<file path="config.mk">
export PLATFORM = sky130hd
export DESIGN_NAME = mpu_nested
export DESIGN_NICKNAME = d
export VERILOG_FILES = /design/src/rtl/mpu_nested.sv
export SDC_FILE = /design/constraint.sdc
export NUM_CORES = 2
export LEC_CHECK = 0
export ABC_AREA = 1
export BUFFER_PORTS_ARGS = -buffer_cell sky130_fd_sc_hd__buf_2
export CORE_UTILIZATION = 55
export DETAILED_ROUTE_END_ITERATION = 6
export PLACE_DENSITY = 0.71
export REMOVE_ABC_BUFFERS = 1
export SLEW_MARGIN = 15
export SYNTH_ARGS = -nofsm -noshare
export SYNTH_HDL_FRONTEND = slang
export SYNTH_SLANG_ARGS = --single-unit
</file>
<file path="constraint.sdc">
create_clock -name clk -period 11.3 [get_ports clk]
set_input_delay 1.695 -clock clk [delete_from_list [all_inputs] [get_ports clk]]
set_output_delay 1.695 -clock clk [all_outputs]
set_load 0.05 [all_outputs]
</file>
<file path="src/rtl/mpu_nested.sv">
// mpu_nested: memory protection unit for the load/store stage.
// It keeps a LIFO of stack entry points across nested interrupt preemption.
// Each load/store is checked against the live stack frame [sp, ep) and against
// the region map selected by the running task id. A violation is reported
// through a registered fault record that the consumer clears with fault_ack.
module mpu_nested #(
    parameter int AddrWidth = 16,
    parameter int Maps      = 8,
    parameter int Rows      = 4,
    parameter int NestDepth = 8
) (
    input  logic                           clk,
    input  logic                           reset,
    input  logic [AddrWidth-1:0]           addr,
    input  logic [AddrWidth-1:0]           sp,
    input  logic [6:0]                     op,
    input  logic [$clog2(Maps)-1:0]        id,
    input  logic                           irq_enter,
    input  logic                           irq_exit,
    input  logic                           enable,
    input  logic                           cfg_we,
    input  logic [$clog2(Maps)-1:0]        cfg_map,
    input  logic [$clog2(Rows)-1:0]        cfg_row,
    input  logic [AddrWidth-3:0]           cfg_base,
    input  logic [AddrWidth-1:0]           cfg_len,
    input  logic                           cfg_r,
    input  logic                           cfg_w,
    input  logic                           fault_ack,
    output logic                           fault_valid,
    output logic [AddrWidth-1:0]           fault_addr,
    output logic                           fault_store,
    output logic [$clog2(Maps)-1:0]        fault_id,
    output logic                           fault_lost,
    output logic [$clog2(NestDepth):0]     nest_depth,
    output logic                           nest_err
);

    localparam int IdW  = $clog2(Maps);
    localparam int PtrW = $clog2(NestDepth);
    localparam int DW   = PtrW + 1;
    localparam logic [DW-1:0] Full     = DW'(NestDepth);
    localparam logic [6:0]    OpLoad   = 7'b0000011;
    localparam logic [6:0]    OpStore  = 7'b0100011;

    // Region map storage
    logic [AddrWidth-3:0] base_q [Maps][Rows];
    logic [AddrWidth-1:0] len_q  [Maps][Rows];
    logic                 r_q    [Maps][Rows];
    logic                 w_q    [Maps][Rows];

    // Entry-point stack
    logic [AddrWidth-1:0] stack_q [NestDepth];
    logic [AddrWidth-1:0] ep_q, ep_d;
    logic [DW-1:0]        depth_q, depth_d;
    logic [DW-1:0]        pop_idx;
    logic                 push_en;
    logic                 nest_err_q, nest_err_d;

    // Fault record
    logic                 valid_q, valid_d;
    logic [AddrWidth-1:0] faddr_q, faddr_d;
    logic                 fstore_q, fstore_d;
    logic [IdW-1:0]       fid_q, fid_d;
    logic                 lost_q, lost_d;

    // Access classification
    logic                 is_load, is_store;
    logic                 frame_hit, row_ok, violation;
    logic [AddrWidth-1:0] lo;
    logic [AddrWidth:0]   hi;

    assign is_load   = (op == OpLoad);
    assign is_store  = (op == OpStore);
    assign frame_hit = (addr >= sp) && (addr < ep_q);
    assign violation = enable && (is_load || is_store) && !(frame_hit || row_ok);

    // Region map write port; every row comes out of reset empty and closed
    always_ff @(posedge clk or negedge reset) begin
        if (!reset) begin
            for (int unsigned m = 0; m < Maps; m++) begin
                for (int unsigned r = 0; r < Rows; r++) begin
                    base_q[m][r] <= '0;
                    len_q[m][r]  <= '0;
                    r_q[m][r]    <= 1'b0;
                    w_q[m][r]    <= 1'b0;
                end
            end
        end else if (cfg_we) begin
            base_q[cfg_map][cfg_row] <= cfg_base;
            len_q[cfg_map][cfg_row]  <= cfg_len;
            r_q[cfg_map][cfg_row]    <= cfg_r;
            w_q[cfg_map][cfg_row]    <= cfg_w;
        end
    end

    // OR the permission of every row of map[id] that the address hits
    always_comb begin
        row_ok = 1'b0;
        lo     = '0;
        hi     = '0;
        for (int unsigned r = 0; r < Rows; r++) begin
            lo = {base_q[id][r], 2'b00};
            // one extra bit so a region ending at the top of memory does not wrap
            hi = {1'b0, lo} + {1'b0, len_q[id][r]};
            if ((len_q[id][r] != '0) && (addr >= lo) && ({1'b0, addr} < hi)) begin
                if ((is_load && r_q[id][r]) || (is_store && w_q[id][r])) begin
                    row_ok = 1'b1;
                end
            end
        end
    end

    // Next entry point and stack occupancy from the preemption pulses
    always_comb begin
        ep_d       = ep_q;
        depth_d    = depth_q;
        nest_err_d = nest_err_q;
        push_en    = 1'b0;
        pop_idx    = depth_q - 1'b1;
        if (irq_enter && irq_exit) begin
            ep_d = sp;
        end else if (irq_enter) begin
            ep_d = sp;
            if (depth_q == Full) begin
                nest_err_d = 1'b1;
            end else begin
                push_en = 1'b1;
                depth_d = depth_q + 1'b1;
            end
        end else if (irq_exit) begin
            if (depth_q == '0) begin
                ep_d       = '1;
                nest_err_d = 1'b1;
            end else begin
                ep_d    = stack_q[pop_idx[PtrW-1:0]];
                depth_d = pop_idx;
            end
        end
    end

    // Entry-point register, stack storage and nesting flags
    always_ff @(posedge clk or negedge reset) begin
        if (!reset) begin
            ep_q       <= '1;
            depth_q    <= '0;
            nest_err_q <= 1'b0;
            for (int unsigned i = 0; i < NestDepth; i++) begin
                stack_q[i] <= '0;
            end
        end else begin
            ep_q       <= ep_d;
            depth_q    <= depth_d;
            nest_err_q <= nest_err_d;
            if (push_en) begin
                stack_q[depth_q[PtrW-1:0]] <= ep_q;
            end
        end
    end

    // Fault record capture, hold, overflow and acknowledge
    always_comb begin
        valid_d  = valid_q;
        faddr_d  = faddr_q;
        fstore_d = fstore_q;
        fid_d    = fid_q;
        lost_d   = lost_q;
        if (violation && (!valid_q || fault_ack)) begin
            valid_d  = 1'b1;
            faddr_d  = addr;
            fstore_d = is_store;
            fid_d    = id;
        end else if (violation) begin
            lost_d = 1'b1;
        end else if (fault_ack) begin
            valid_d = 1'b0;
        end
    end

    // Fault record registers
    always_ff @(posedge clk or negedge reset) begin
        if (!reset) begin
            valid_q  <= 1'b0;
            faddr_q  <= '0;
            fstore_q <= 1'b0;
            fid_q    <= '0;
            lost_q   <= 1'b0;
        end else begin
            valid_q  <= valid_d;
            faddr_q  <= faddr_d;
            fstore_q <= fstore_d;
            fid_q    <= fid_d;
            lost_q   <= lost_d;
        end
    end

    assign fault_valid = valid_q;
    assign fault_addr  = faddr_q;
    assign fault_store = fstore_q;
    assign fault_id    = fid_q;
    assign fault_lost  = lost_q;
    assign nest_depth  = depth_q;
    assign nest_err    = nest_err_q;

endmodule

</file>
==> impl_metrics.tcl <==
set metrics [dict create \
    fp.dieArea_um2 111000 \
    ys_top_cells_by_area "dfrtp_1 49%, nand2_1 13%, o21ai_0 12%" \
    cp-startpoint "id[0]" \
    die_h_um 333 \
    status "finished, final reports clean" \
    firstDrtPassIters 6 \
    syn_area_per_cell_um2 7.81 \
    max_cap_violations 0 \
    fin_crit_ns 7.00 \
    switching_share 0.327 \
    ys_async_sr_fraction 1.00 \
    leakage_nw 32.1 \
    place.gp.congestion 0.903 \
    path_buf_inv 5 \
    reg2reg_from "len_q[388]" \
    ys_types 46 \
    cellPowerDensity_nw_per_um2 205 \
    insertion_delay_ns 0.76 \
    slowest_stage "buf_4" \
    end_kind "register" \
    antenna_found_initial 4 \
    crit_fanout 89 \
    h-tree-depth 4 \
    clock_power_share 0.330 \
    tightest_slew_ns 1.25 \
    hpwl_um 107000 \
    ys_seq_area_frac 0.495 \
    antenna_left 0 \
    cts_resized 0 \
    numCtsBuffers 133 \
    crit_cells 31 \
    routed_via_density 5.82 \
    setup_violations 0 \
    syn_to_final_growth_pct 8.86 \
    cp.required_ns 11.93 \
    rrSetupSlack_ns 6.35 \
    clock_skew_ns 0.0288 \
    timing.fmax_mhz 143 \
    hold_viol_final 0 \
    dieWidth_um 333 \
    final_net_count 7818 \
    final_core_utilization 0.604 \
    crit_type "primary input to register" \
    rows 121 \
    reg2reg_to "fault_addr[1]" \
    ff2ff_path_depth 29 \
    grt-ovfl-total 0 \
    grt_start_max_net_pins 172 \
    synth_cells 7738 \
    yosysMostFrequentCell "nand2_1" \
    hold_start "nest_err" \
    p_int_mw 9.06 \
    yosysWarnings 0 \
    synth_top_flop_cell "dfrtp_1" \
    drt_iter0_drc 5468 \
    drv_slew 0 \
    io_pins 113 \
    arrival_ns 7.63 \
    comb_power_share 0.242 \
    postCtsSetupBuffers 0 \
    synthTopCellsByCount "2109 x nand2_1, 1507 x o21ai_0, 1179 x dfrtp_1" \
    first_global_vias 50000 \
    start_util 0.555 \
    cp_top_family "simple AND/OR/NAND/NOR gates" \
    max_stage_delay_ns 0.69 \
    drt-total-wl_um 184000 \
    grt_use_total 0.334 \
    numPortBuffers 112 \
    clk_pin_slew_ns 0.06 \
    yosys_register_bits 1195 \
    synth_top_cell_area_share 0.488 \
    seq_power_share 0.429 \
    drive_above_1_share 0.0622 \
    hp-class "register to register" \
    grt_setup_unrepaired "false" \
    ctsHoldBuffers 0 \
    finalSetupTns_ns 0 \
    cts_tree "yes" \
    vias 52600 \
    root_buffer "clkbuf_16" \
    grt_pass1_wl_um 289000 \
    core-area_um2 109000 \
    synthesis.area_um2 60400 \
    cp-start-kind "primary input" \
    clock-sinks 1195 \
    wire_per_inst_um 20.3 \
    drc 0 \
    synth_top_cell_by_area "dfrtp_1" \
    max_slew_margin 0.169 \
    switchingPower_mw 4.41 \
    crit_end "fault_addr[1]" \
    irDropWorstVdd_mv 0.153 \
    cp_common_cell "nand2_1" \
    fin_crit_sh 0.620 \
    cts_buffer_depth 3 \
    synth_edf_count 0 \
]
[cell families after synthesis]
family,after synthesis,synth area share
buffers and inverters,1202,0.0801
and+or+nand+nor,3072,0.201
xor gates and xnor gates,51,0.00740
AOI/OAI and AO/OA,2006,0.172
DFF,1195,0.495
adders and majority gates,212,0.0444
[how the worst min path moves through the flow]
stage               cells past startpoint  slack, ns     endpoint
floorplan                               2       0.45  base_q[100]
global placement                        1       0.44     nest_err
detailed placement                      1       0.45     nest_err
CTS                                     1       0.46     nest_err
global route                            1       0.49     nest_err
finish                                  1       0.46     nest_err
[state kept, by name, indices dropped and copies added (netlist names)]
register / cells
fault_lost: 1
stack_q: 128
fault_addr: 16
w_q: 32
base_q: 448
ep_q: 16
len_q: 512
r_q: 32
nest_err: 1
nest_depth: 4
fault_id: 3
fault_store: 1
fault_valid: 1
[layout make-up]
cell class / instances / area, µm²
fill: 9638 / 43100
sequential: 1195 / 29900
multi-input combinational: 5341 / 25800
clock buffer: 201 / 4000
inverter: 655 / 2480
tap: 1414 / 1770
timing repair buffer: 194 / 1290
clock inverter: 37 / 495
antenna: 4 / 10.0
[per-layer routing]
metal  vias up  global-route usage  wire length [µm]
met5         -                   0                13
met4         2               0.138              7510
met3       467              0.0603             15600
met2      2222               0.531             84000
met1     25300               0.451             76800
li1      24700                   -                 -
[power groups by stage]
stage | clock network [mW] | registers (mW) | logic [mW]
finish | 4.44 | 5.77 | 3.25
global route | 4.65 | 5.89 | 3.73
CTS | 4.49 | 5.76 | 3.23
detailed placement | 0 | 5.82 | 3.21
global placement | 0 | 5.79 | 3.11
floorplan | 0 | 5.79 | 2.19
[placed cells by master, fill, tap and decap left out, types with 6 or more instances in the layout]
master / count
nor3_1: 21
clkinv_2: 15
bufinv_16: 9
xnor2_1: 21
o21ai_0: 1507
clkbuf_8: 29
nor4_1: 7
buf_12: 7
o22ai_1: 96
o211ai_1: 44
o21bai_1: 10
nand3_1: 361
nand2_2: 32
buf_2: 108
inv_1: 648
nor2_1: 543
a31oi_1: 15
buf_4: 77
dfrtp_1: 1178
a21o_1: 8
nor4_2: 6
o21ai_1: 62
ha_1: 208
dfstp_2: 16
xor2_1: 30
clkbuf_16: 139
a21oi_1: 250
clkbuf_1: 33
nand2_1: 2079
[through the flow]
step	setup WS, ns	power, mW	cells	hold slack [ns]	area (µm²)
after floorplan	2.83	7.98	7191	0.448	58000
after global routing	3.81	14.3	9039	0.485	65700
after detailed placement	3.62	9.03	8799	0.452	61200
final	4.30	13.5	9041	0.460	65800
after CTS	4.39	13.5	9037	0.464	65700
after global placement	3.80	8.90	8799	0.444	61200
(Power assumes the default switching activity.)
